[src/rtl/dpwm_deadtime.sv]
// rtl/dpwm_deadtime.sv - counter-comparator DPWM with dead-time gate sequencing
//
// Purpose: turns the dithered duty word into complementary high-side and
// low-side gate drives for a synchronous buck stage. The gates are kept
// non-overlapping, with DT clk_in cycles of dead time on each transition.
//
// Parameters:
//   N    - duty word / period counter width; period = 2^N clk_in cycles
//   DT   - dead time in clk_in cycles (1..7)
//   DMAX - maximum duty clamp (0..2^N-1)
//
// Ports:
//   clk_in       in   fast DPWM clock, rising edge
//   rst          in   asynchronous active-high reset
//   en           in   converter run enable (synchronous)
//   duty_in      in   [N-1:0] duty command, sampled in the cnt = 2^N-1 cycle
//   period_start out  high for the cnt = 0 cycle while running
//   pwm_raw      out  PWM before dead-time insertion
//   hs_gate      out  high-side switch drive
//   ls_gate      out  low-side switch drive
//   duty_lat     out  [N-1:0] duty value in use for the current period

module dpwm_deadtime #(
  parameter int N    = 6,
  parameter int DT   = 2,
  parameter int DMAX = 60
) (
  input  logic         clk_in,
  input  logic         rst,
  input  logic         en,
  input  logic [N-1:0] duty_in,
  output logic         period_start,
  output logic         pwm_raw,
  output logic         hs_gate,
  output logic         ls_gate,
  output logic [N-1:0] duty_lat
);

  localparam logic [N-1:0] CNT_MAX = '1;
  localparam logic [N-1:0] DMAX_W  = N'(DMAX);
  localparam logic [2:0]   DT_LOAD = 3'(DT - 1);

  typedef enum logic [2:0] {
    S_OFF,
    S_LS_ON,
    S_DT_LH,
    S_HS_ON,
    S_DT_HL
  } state_t;

  logic [N-1:0] cnt_q, cnt_d;
  logic [N-1:0] duty_lat_q, duty_lat_d;
  logic [2:0]   dt_cnt_q, dt_cnt_d;
  state_t       state_q, state_d;
  logic         hs_q, ls_q;

  // Period counter and duty latch. The duty word is captured only on the
  // edge that closes a period, so mid-period changes never alter a pulse.
  always_comb begin
    cnt_d      = cnt_q;
    duty_lat_d = duty_lat_q;
    if (!en) begin
      cnt_d      = '0;
      duty_lat_d = '0;
    end else begin
      cnt_d = cnt_q + 1'b1;
      if (cnt_q == CNT_MAX) begin
        duty_lat_d = (duty_in > DMAX_W) ? DMAX_W : duty_in;
      end
    end
  end

  // Rst is folded into period_start because en may already be high while
  // reset is asserted; every other output is zero from the cleared registers.
  assign pwm_raw      = en & (cnt_q < duty_lat_q);
  assign period_start = en & ~rst & (cnt_q == '0);

  // Gate sequencer. A pwm_raw reversal during a dead-time interval returns
  // straight to the gate that was on, so a short pulse never turns on the
  // opposite switch.
  always_comb begin
    state_d  = state_q;
    dt_cnt_d = dt_cnt_q;
    if (!en) begin
      state_d  = S_OFF;
      dt_cnt_d = '0;
    end else begin
      unique case (state_q)
        S_OFF: begin
          state_d = S_LS_ON;
        end
        S_LS_ON: begin
          if (pwm_raw) begin
            state_d  = S_DT_LH;
            dt_cnt_d = DT_LOAD;
          end
        end
        S_DT_LH: begin
          if (!pwm_raw) begin
            state_d = S_LS_ON;
          end else if (dt_cnt_q == '0) begin
            state_d = S_HS_ON;
          end else begin
            dt_cnt_d = dt_cnt_q - 1'b1;
          end
        end
        S_HS_ON: begin
          if (!pwm_raw) begin
            state_d  = S_DT_HL;
            dt_cnt_d = DT_LOAD;
          end
        end
        S_DT_HL: begin
          if (pwm_raw) begin
            state_d = S_HS_ON;
          end else if (dt_cnt_q == '0) begin
            state_d = S_LS_ON;
          end else begin
            dt_cnt_d = dt_cnt_q - 1'b1;
          end
        end
        default: begin
          state_d  = S_OFF;
          dt_cnt_d = '0;
        end
      endcase
    end
  end

  always_ff @(posedge clk_in or posedge rst) begin
    if (rst) begin
      cnt_q      <= '0;
      duty_lat_q <= '0;
      dt_cnt_q   <= '0;
      state_q    <= S_OFF;
      hs_q       <= 1'b0;
      ls_q       <= 1'b0;
    end else begin
      cnt_q      <= cnt_d;
      duty_lat_q <= duty_lat_d;
      dt_cnt_q   <= dt_cnt_d;
      state_q    <= state_d;
      // Gate flops mirror the state register so the drives are glitch-free.
      hs_q       <= (state_d == S_HS_ON);
      ls_q       <= (state_d == S_LS_ON);
    end
  end

  assign hs_gate  = hs_q;
  assign ls_gate  = ls_q;
  assign duty_lat = duty_lat_q;

endmodule

[config.mk]
export PLATFORM = sky130hd
export DESIGN_NAME = dpwm_deadtime
export DESIGN_NICKNAME = d
export VERILOG_FILES = /design/src/rtl/dpwm_deadtime.sv
export SDC_FILE = /design/constraint.sdc
export NUM_CORES = 1
export LEC_CHECK = 0
export CAP_MARGIN = 20
export CORE_MARGIN = 2
export CORE_UTILIZATION = 50
export CTS_CLUSTER_DIAMETER = 50
export DETAILED_ROUTE_END_ITERATION = 8
export PLACE_DENSITY = 0.75
export SLEW_MARGIN = 25
export SYNTH_ARGS = -nofsm -noshare
export SYNTH_HDL_FRONTEND = slang
export SYNTH_SLANG_ARGS = --single-unit
[constraint.sdc]
create_clock -name clk_in -period 2.9 [get_ports clk_in]
set_input_delay 0.435 -clock clk_in [delete_from_list [all_inputs] [get_ports clk_in]]
set_output_delay 0.435 -clock clk_in [all_outputs]
set_load 0.03 [all_outputs]
==> results of run 1 <==
-- power by group --
part	internal [mW]	total [mW]	switching (mW)
Clock	0.140	0.232	0.0920
Sequential	0.301	0.329	0.0283
Combinational	0.0910	0.205	0.114
-- worst max-delay path: stages (launching register included) --
cell	delay, ns
dfrtp_1	0.46
ha_1	0.34
a21oi_1	0.07
o21a_1	0.18
o21a_1	0.12
buf_4	0.17
a221o_1	0.33
a2111oi_4	0.47
and2_1	0.19
-- sequential cells by signal, summed over array words and instances (netlist names) --
signal	flops
dt_cnt_q	3
state_q	3
duty_lat	6
cnt_q	6
hs_gate	1
ls_gate	1
-- worst max path at each step --
stage,end,slack [ns],depth (start not counted)
after detailed placement,pwm_raw,0.51,6
after CTS,pwm_raw,0.14,6
after global routing,pwm_raw,0.36,7
after global placement,pwm_raw,0.54,6
final,hs_gate,0.52,8
after floorplan,period_start,0.41,4
-- layer usage --
metal | global-route usage (%) | vias up
li1 | - | 464
met1 | 26.09 | 444
met2 | 36.04 | 13
met3 | 5.143 | 2
met4 | 7.692 | 0
met5 | 0 | -
-- cells in the final DEF (no fill, tap or decap), drive strengths merged, types with 3 or more instances in the layout --
| cell | netlist | routed |
|---|---|---|
| ha | 9 | 9 |
| and2 | 3 | 3 |
| nand2b | 3 | 3 |
| nand4 | 4 | 4 |
| buf | 2 | 4 |
| a21oi | 4 | 4 |
| nand2 | 5 | 5 |
| nand3 | 7 | 7 |
| o21ai | 9 | 9 |
| nor2 | 11 | 11 |
| clkdlybuf4s50 | 0 | 16 |
| xnor2 | 3 | 3 |
| xor2 | 3 | 3 |
| dfrtp | 20 | 20 |
| clkbuf | 4 | 3 |
| inv | 11 | 11 |
| nor2b | 4 | 4 |
-- logic make-up (layout without fill, tap and decap cells) --
| logic type | Yosys count | in the layout | synth area share [%] |
|---|---|---|---|
| xor gates and xnor gates | 6 | 6 | 4.493 |
| DFF | 20 | 20 | 42.78 |
| and+or+nand+nor | 42 | 42 | 18.61 |
| AOI/OAI and AO/OA | 26 | 26 | 16.37 |
| buffers and inverters | 18 | 37 | 6.416 |
| muxes | 1 | 1 | 0.8556 |
| adders and majority gates | 10 | 10 | 10.48 |
-- metrics by stage --
step / instances / util, % / setup WS (ns)
2_1_floorplan: 123 / - / 0.4084
3_3_place_gp: 166 / 62.16 / 0.5397
3_5_place_dp: 166 / 62.16 / 0.5080
4_1_cts: 170 / 64.54 / 0.1424
5_1_grt: 170 / 64.65 / 0.3567
6_report: 170 / 64.65 / 0.5207
-- timing repair --
item / CTS / global route
setup endpoints to repair: 0 / 1
gates resized for setup: 0 / 1
endpoints found under the hold margin: 0 / 0
-- cell type report --
type	count	area [sq um]
fill	180	782.0
clock inverter	1	30.03
sequential	20	500.5
multi-input combinational	85	594.3
tap	28	35.03
inverter	12	45.04
timing repair buffer	21	202.7
clock buffer	3	22.52
==> results.cfg, run 1 <==
[outcome]
outcome = finished, final reports clean

[detailed_routing]
drt_iter0_drc = 14
wl_per_cell_um = 14.19
drt_wl_total_um = 2413
met2_length_um = 1251
ant_nets = 0
dr.pass1.iters = 4
drt-met1-wl_um = 1085
top_layer = met4
drt-vias-per-instance = 5.429
via_count = 923
post-route-drc-count = 0
wl_met3_um = 59

[min_path]
hp-start = dt_cnt_q[1]
hp-class = reg2reg
hold_depth = 1
hold_path_end = dt_cnt_q[1]

[synthesis]
synth_most_common_cell = dfrtp_1
synth_cell_types = 36
ys_top_cells_by_area = dfrtp_1 43%, ha_1 9.6%, o21ai_0 3.9%
ys.flop_type = dfrtp_1
syn-cell-area_sq_mm = 0.001170
synth_area_leader_cell = dfrtp_1
syn_inst = 123
avgSynthCellArea_sq_um = 9.511
syn_nets = 141
yosysTopAreaCellShare_pct = 42.78
async_flop_share_pct = 100.0
synth_edf_count = 0
yosysWarnings = 0
ys_seq_area_share_pct = 42.78
ys_ff_latch = 20
ys_top_cells_by_count = 20 x dfrtp_1, 11 x inv_1, 11 x nor2_1, 9 x ha_1, 9 x o21ai_0

[cells_and_area]
diodes = 0
final_design_area_no_fill_sq_mm = 0.001430
final_nets = 161
area_growth_pct = 22.25
drive_above_1_share_pct = 7.042

[place]
placed_cell_area_sq_mm = 0.001375
hpwl_um = 1835
place.gp.congestion = 0.8404
portBuffers = 18

[worst_setup_path]
r2r-end = hs_gate
startpoint_type = flop
critical_path_class = reg2reg
rrSetupSlack_ns = 0.52
r2r_start = cnt_q[3]
end_kind = flop
path_max_fanout = 9
crit_start = cnt_q[3]
cp.arrival_ns = 2.63
required_ns = 3.15
reg2reg_depth = 8

[grt]
first_global_vias = 912
overflow = 0
grt_pass1_wl_um = 4126
grt_usage_pct = 21.28
grt_max_degree = 21
grt_antenna_before_repair = 0

[timing]
hold_viol = 0
fin_worst_skew_ns = 0.001194
finalSetupViolCount = 0
relSlewSlack_pct = 49.67
slew_violations = 0
rsz0062_at_grt = no
setup_tns_ns = 0
fmax_ghz = 0.4203
tightestPinTransition_ns = 0.7541
whs_ns = 0.5017
timing.final.crit_share_pct = 82.05
post-route-min-period_ns = 2.379

[cts]
cts.clk_slew.worst_paths_ns = 0.12
clock_path_buffers = 2
holdBufCountCts = 0
h-tree-depth = 1
tritoncts = done
cts_root_buf = clkbuf_4
numCtsBuffers = 3
cts.sinks = 20
clk_latency_ns = 0.30
cts_setup_buffers = 0

[die]
die_area_sq_mm = 0.002743
num_rows = 17
die_x_um = 52.37
die_h_um = 52.37
start_util_pct = 52.88
ios = 19
design.core.area_sq_mm = 0.002212

[power]
leakage_nw = 0.6333
total_power_uw = 765.2
power_density_mw_per_mm2 = 535.0
peakVddDrop_v = 0.0003053

[job]
drv_cap = 0
No activity file was read; power rests on OpenSTA's default activity.
==> inputs of run 2 (changes only) <==
--- a/config.mk
+++ b/config.mk
@@ -7,10 +7,10 @@
 export LEC_CHECK = 0
 export CAP_MARGIN = 20
 export CORE_MARGIN = 2
-export CORE_UTILIZATION = 50
+export CORE_UTILIZATION = 47
 export CTS_CLUSTER_DIAMETER = 50
 export DETAILED_ROUTE_END_ITERATION = 8
-export PLACE_DENSITY = 0.75
+export PLACE_DENSITY = 0.74
 export SLEW_MARGIN = 25
 export SYNTH_ARGS = -nofsm -noshare
 export SYNTH_HDL_FRONTEND = slang
==> constraint.sdc (replaced) <==
create_clock -name clk_in -period 2.1 [get_ports clk_in]
set_input_delay 0.315 -clock clk_in [delete_from_list [all_inputs] [get_ports clk_in]]
set_output_delay 0.315 -clock clk_in [all_outputs]
set_load 0.03 [all_outputs]
==> run 2 against run 1 <==
  * The run now ends with setup timing left
  * Total power rose by 30%
  * Global-route usage increased by 1.0 points
  * Core utilization up 1.2 points
  * Sequential cell count unchanged
  * Critical path depth decreased by 1
  * Largest cell class unchanged
==> results.cfg, run 2 (synthesis results as in run 1) <==
[outcome]
outcome = finished, violations left
violations = setup timing

[place]
portBuffers = 18
hpwl_um = 1882
place.gp.congestion = 0.8206
post-place-cells = 173

[worst_setup_path]
path_cells = buf_6, ha_4, nand4_1, o21a_2, buf_6, and2_4, buf_6
critical_path.max_stage_delay_ns = 0.40
slowest_stage = dfrtp_1
crit_start = cnt_q[4]
reg2reg_depth = 8
cp.arrival_ns = 1.87
r2r-end = hs_gate
path_max_fanout = 6
critical_path_class = reg2out
r2r_start = cnt_q[4]
startpoint_type = flop
cp-endpoint = pwm_raw
end_kind = output port
crit_top_cell = buf_6
rrSetupSlack_ns = -0.07
required_ns = 1.78

[cells_and_area]
final_nets = 174
drive_above_1_share_pct = 23.23
final_common_cell = dfrtp_1
diodes = 0
multi_input_area_sq_um = 660.6
utilization_pct = 65.89
area_growth_pct = 35.72
final_cells = 185
fillers = 186
final_cell_mix = 17 x dfrtp_1, 16 x clkdlybuf4s50_1, 13 x buf_4, 11 x nor2_1, 9 x inv_1
seq_area_sq_um = 504.2

[detailed_routing]
dr.pass1.iters = 4
ant_nets = 0
drt_wl_total_um = 2742
drt_iter0_drc = 26
via_count = 1018
wl_per_cell_um = 14.82
post-route-drc-count = 0
drt-vias-per-instance = 5.503

[cts]
cts_root_buf = clkbuf_4
holdBufCountCts = 0
clk_latency_ns = 0.32
h-tree-depth = 1
cts.clk_slew.worst_paths_ns = 0.12
tritoncts = done
cts.sinks = 20
clock_path_buffers = 2
numCtsBuffers = 3

[timing]
hold_viol = 0
tightestPinTransition_ns = 0.6909
fmax_ghz = 0.4582
rsz0062_at_grt = yes
slew_violations = 0
finalSetupViolCount = 5
fin_worst_skew_ns = 0.005316
relSlewSlack_pct = 53.63
post-route-min-period_ns = 2.183
setup_ws_ns = -0.08253
timing.final.crit_share_pct = 103.9

[die]
die_h_um = 53.89
design.core.area_sq_mm = 0.002410
die_x_um = 53.89
ios = 19
start_util_pct = 48.55
num_rows = 18
die_area_sq_mm = 0.002904

[grt]
grt_pass1_wl_um = 4416
grt_usage_pct = 22.29
first_global_vias = 970
grt_max_degree = 13
grt_antenna_before_repair = 0
overflow = 0

[min_path]
hp-class = in2async

[job]
drv_cap = 0

[power]
leakage_nw = 0.6840
peakVddDrop_v = 0.0004260
power_density_mw_per_mm2 = 627.2
run 2: where the power goes:
| group | internal, mW | total [mW] | switching (mW) |
|---|---|---|---|
| sequential | 0.416 | 0.452 | 0.0363 |
| clock | 0.0745 | 0.202 | 0.128 |
| combinational | 0.164 | 0.341 | 0.177 |
| total | 0.655 | 0.996 | 0.341 |
run 2: area by class of cell:
| cell class | instances | share of cell area [%] |
|---|---|---|
| Sequential cell | 20 | 31.76 |
| Multi-Input combinational cell | 85 | 41.61 |
| Clock buffer | 4 | 1.655 |
| Tap cell | 30 | 2.364 |
| Timing Repair Buffer | 34 | 19.78 |
| Inverter | 12 | 2.837 |
run 2: worst max-delay path: cells and delay by family, from the launching register on:
family | cells | cell delay (ns)
simple gates | 2 | 0.26
buf+inv | 3 | 0.37
compound gates | 1 | 0.26
fa+ha+maj | 1 | 0.26
flops | 1 | 0.40
run 2: through the flow:
| step | hold WS (ns) | area [sq um] | worst slack, ns | power [mW] | TNS, ns |
|---|---|---|---|---|---|
| finish | 0.3009 | 1588 | -0.08253 | 0.9959 | -0.2997 |
| global route | 0.3320 | 1588 | -0.1914 | 1.045 | -0.9473 |
| CTS | 0.3215 | 1549 | -0.07787 | 0.9696 | -0.3314 |
| detailed placement | 0.4781 | 1423 | -0.003120 | 0.7463 | -0.003120 |
| global placement | 0.4795 | 1423 | 0.06664 | 0.7328 | 0 |
| floorplan | 0.2786 | 1180 | 0.01653 | 0.6518 | 0 |
run 2: worst min path at each step:
stage / start / end / cells past startpoint
2_1_floorplan: rst / cnt_q[0] / 1
3_3_place_gp: dt_cnt_q[1] / dt_cnt_q[1] / 1
3_5_place_dp: dt_cnt_q[1] / dt_cnt_q[1] / 1
4_1_cts: rst / dt_cnt_q[2] / 2
5_1_grt: rst / dt_cnt_q[2] / 2
6_report: rst / dt_cnt_q[2] / 2
run 2: routing by layer:
metal  part of all wire [%]  global-route usage [%]  wire length, um  vias to the layer above
li1                       -                       -                -                      492
met1                     45                   27.32             1229                      489
met2                     48                   34.15             1304                       28
met3                    4.0                   5.278              110                        9
met4                    3.5                   15.81               97                        0
met5                      0                       0                0                        -
run 2: what timing repair did:
action                     4_1_cts  5_1_grt
gates resized for setup         10        6
pin swaps                        5        5
setup endpoints to repair        6        7
gates cloned                     0        0
setup buffers                    5        3
==> inputs of run 3 (changes only) <==
--- a/config.mk
+++ b/config.mk
@@ -7,10 +7,10 @@
 export LEC_CHECK = 0
 export CAP_MARGIN = 20
 export CORE_MARGIN = 2
-export CORE_UTILIZATION = 47
+export CORE_UTILIZATION = 50
 export CTS_CLUSTER_DIAMETER = 50
 export DETAILED_ROUTE_END_ITERATION = 8
-export PLACE_DENSITY = 0.74
+export PLACE_DENSITY = 0.75
 export SLEW_MARGIN = 25
 export SYNTH_ARGS = -nofsm -noshare
 export SYNTH_HDL_FRONTEND = slang
==> constraint.sdc (replaced) <==
create_clock -name clk_in -period 2.23 [get_ports clk_in]
set_input_delay 0.3345 -clock clk_in [delete_from_list [all_inputs] [get_ports clk_in]]
set_output_delay 0.3345 -clock clk_in [all_outputs]
set_load 0.03 [all_outputs]
==> run 3 against run 2 <==
  * The flow still finishes with violations (setup timing)
  * Hold slack better by 0.089 ns
  * Critical endpoint is now dt_cnt_q[2]
  * Total power shrank 2.7%
  * Non-clock buffer count grew 3
==> results.cfg, run 3 (synthesis results as in run 1) <==
[grt]
grt_antenna_before_repair = 0
grt_usage_pct = 22.01
grt_pass1_wl_um = 4436
overflow = 0
grt_max_degree = 21
first_global_vias = 1006

[cells_and_area]
final_cells = 186
area_growth_pct = 37.22
final_design_area_no_fill_sq_mm = 0.001605
diodes = 0
multi_input_area_sq_um = 651.9
final_cell_mix = 17 x dfrtp_1, 17 x buf_4, 16 x clkdlybuf4s50_1, 11 x nor2_1
seq_area_sq_um = 504.2
fillers = 159
drive_above_1_share_pct = 24.68
final_nets = 177

[place]
placed_cell_area_sq_mm = 0.001420
portBuffers = 18
post-place-cells = 171
hpwl_um = 1900
preCtsSetupSlack_ns = 0.1126
place.gp.congestion = 0.8205

[min_path]
hp-class = in2async

[cts]
h-tree-depth = 1
numCtsBuffers = 3
cts_root_buf = clkbuf_4
cts.sinks = 20
tritoncts = done
clk_latency_ns = 0.30
cts.clk_slew.worst_paths_ns = 0.12
clock_path_buffers = 2
holdBufCountCts = 0

[die]
ios = 19
design.core.area_sq_mm = 0.002212
die_h_um = 52.37
die_area_sq_mm = 0.002743
die_x_um = 52.37
start_util_pct = 52.88
num_rows = 17

[detailed_routing]
dr.pass1.iters = 4
drt_iter0_drc = 38
drt_wl_total_um = 2840
wl_per_cell_um = 15.27
ant_nets = 0
post-route-drc-count = 0
via_count = 1035
drt-vias-per-instance = 5.565

[power]
leakage_nw = 0.6981
clkPwrFrac_pct = 22.2
p_switching_uw = 320.4
p_comb_share_pct = 34.7
peakVddDrop_v = 0.0003677
seqPwrFrac_pct = 43.2
total_power_uw = 968.7
p_int_uw = 648.3
power_density_mw_per_mm2 = 603.4
sw_frac_of_total_pct = 33.07

[worst_setup_path]
reg2reg_depth = 12
r2r-end = dt_cnt_q[2]
startpoint_type = flop
rrSetupSlack_ns = -0.002
end_kind = flop
cp.arrival_ns = 2.43
path_max_fanout = 3
r2r_start = cnt_q[4]
critical_path_class = reg2reg
required_ns = 2.43

[job]
drv_cap = 0

[outcome]
outcome = finished, violations left
violations = setup timing

[timing]
relSlewSlack_pct = 72.35
rsz0062_at_grt = yes
slew_violations = 0
whs_ns = 0.3901
post-route-min-period_ns = 2.232
fmax_ghz = 0.4479
tightestPinTransition_ns = 0.4147
timing.final.crit_share_pct = 100.1
setup_ws_ns = -0.002466
fin_worst_skew_ns = 0.009312
hold_viol = 0
finalSetupViolCount = 1
[run 3: cell types whose count changed in the layout (fill, tap and decap cells not counted)]
cell,delta
a21oi_1,-1
a21oi_2,+1
and2_1,+1
and2_4,-1
buf_4,+4
buf_6,-1
clkbuf_1,-1
clkbuf_8,+1
nor4_2,+1
nor4_4,-1
o21a_1,+1
o21a_2,-1
o21ai_0,+1
o21ai_1,-1
[run 3: metal layers]
| metal | vias up | global-route usage, % | part of all wire (%) | wire length (um) |
|---|---|---|---|---|
| met3 | 4 | 3.429 | 4.0 | 114 |
| met4 | 0 | 6.410 | 0.95 | 27 |
| li1 | 493 | - | - | - |
| met2 | 27 | 38.33 | 51 | 1462 |
| met5 | - | 0 | 0 | 0 |
| met1 | 511 | 27.90 | 44 | 1236 |
[run 3: per-stage QoR]
step | TNS, ns | util (%)
final | -0.002466 | 72.57
after global routing | -0.3136 | 72.57
after CTS | 0 | 69.40
after detailed placement | 0 | 64.20
after global placement | 0 | 64.20
after floorplan | 0 | -
[run 3: power groups by stage]
stage	combinational, mW	sequential (mW)	clock (mW)
2_1_floorplan	0.174	0.441	0
5_1_grt	0.360	0.422	0.233
3_3_place_gp	0.276	0.424	0
3_5_place_dp	0.286	0.425	0
4_1_cts	0.310	0.416	0.216
6_report	0.336	0.418	0.215
[run 3: layout make-up]
| cell class | instances | share of cell area [%] |
|---|---|---|
| inverter | 12 | 2.806 |
| sequential | 20 | 31.41 |
| tap | 28 | 2.182 |
| timing repair buffer | 37 | 20.73 |
| multi-input combinational | 85 | 40.61 |
| clock buffer | 4 | 2.260 |
[run 3: how the worst max path moves through the flow]
stage / startpoint / endpoint / slack, ns
6_report: cnt_q[4] / dt_cnt_q[2] / -0.002
5_1_grt: duty_lat[1] / dt_cnt_q[1] / -0.07
4_1_cts: cnt_q[4] / pwm_raw / 0.01
3_5_place_dp: cnt_q[5] / dt_cnt_q[1] / 0.11
3_3_place_gp: rst / period_start / 0.15
2_1_floorplan: duty_lat[5] / hs_gate / 0.02
[run 3: repair_timing]
action,in CTS,in global routing
pin swaps,2,9
buffers inserted,9,2
endpoints found under the setup margin,2,7
resized for setup,3,10
endpoints found under the hold margin,0,0
[run 3: critical path, cell delays in order (launching register included)]
cell and delay, ns:
dfrtp_1 0.41, buf_6 0.13, ha_4 0.26, nand2_2 0.05, o21a_1 0.19, buf_4 0.14
buf_4 0.12, buf_4 0.12, buf_4 0.12, o211ai_1 0.09, o22ai_1 0.15, o2111a_1 0.19
a21o_1 0.15
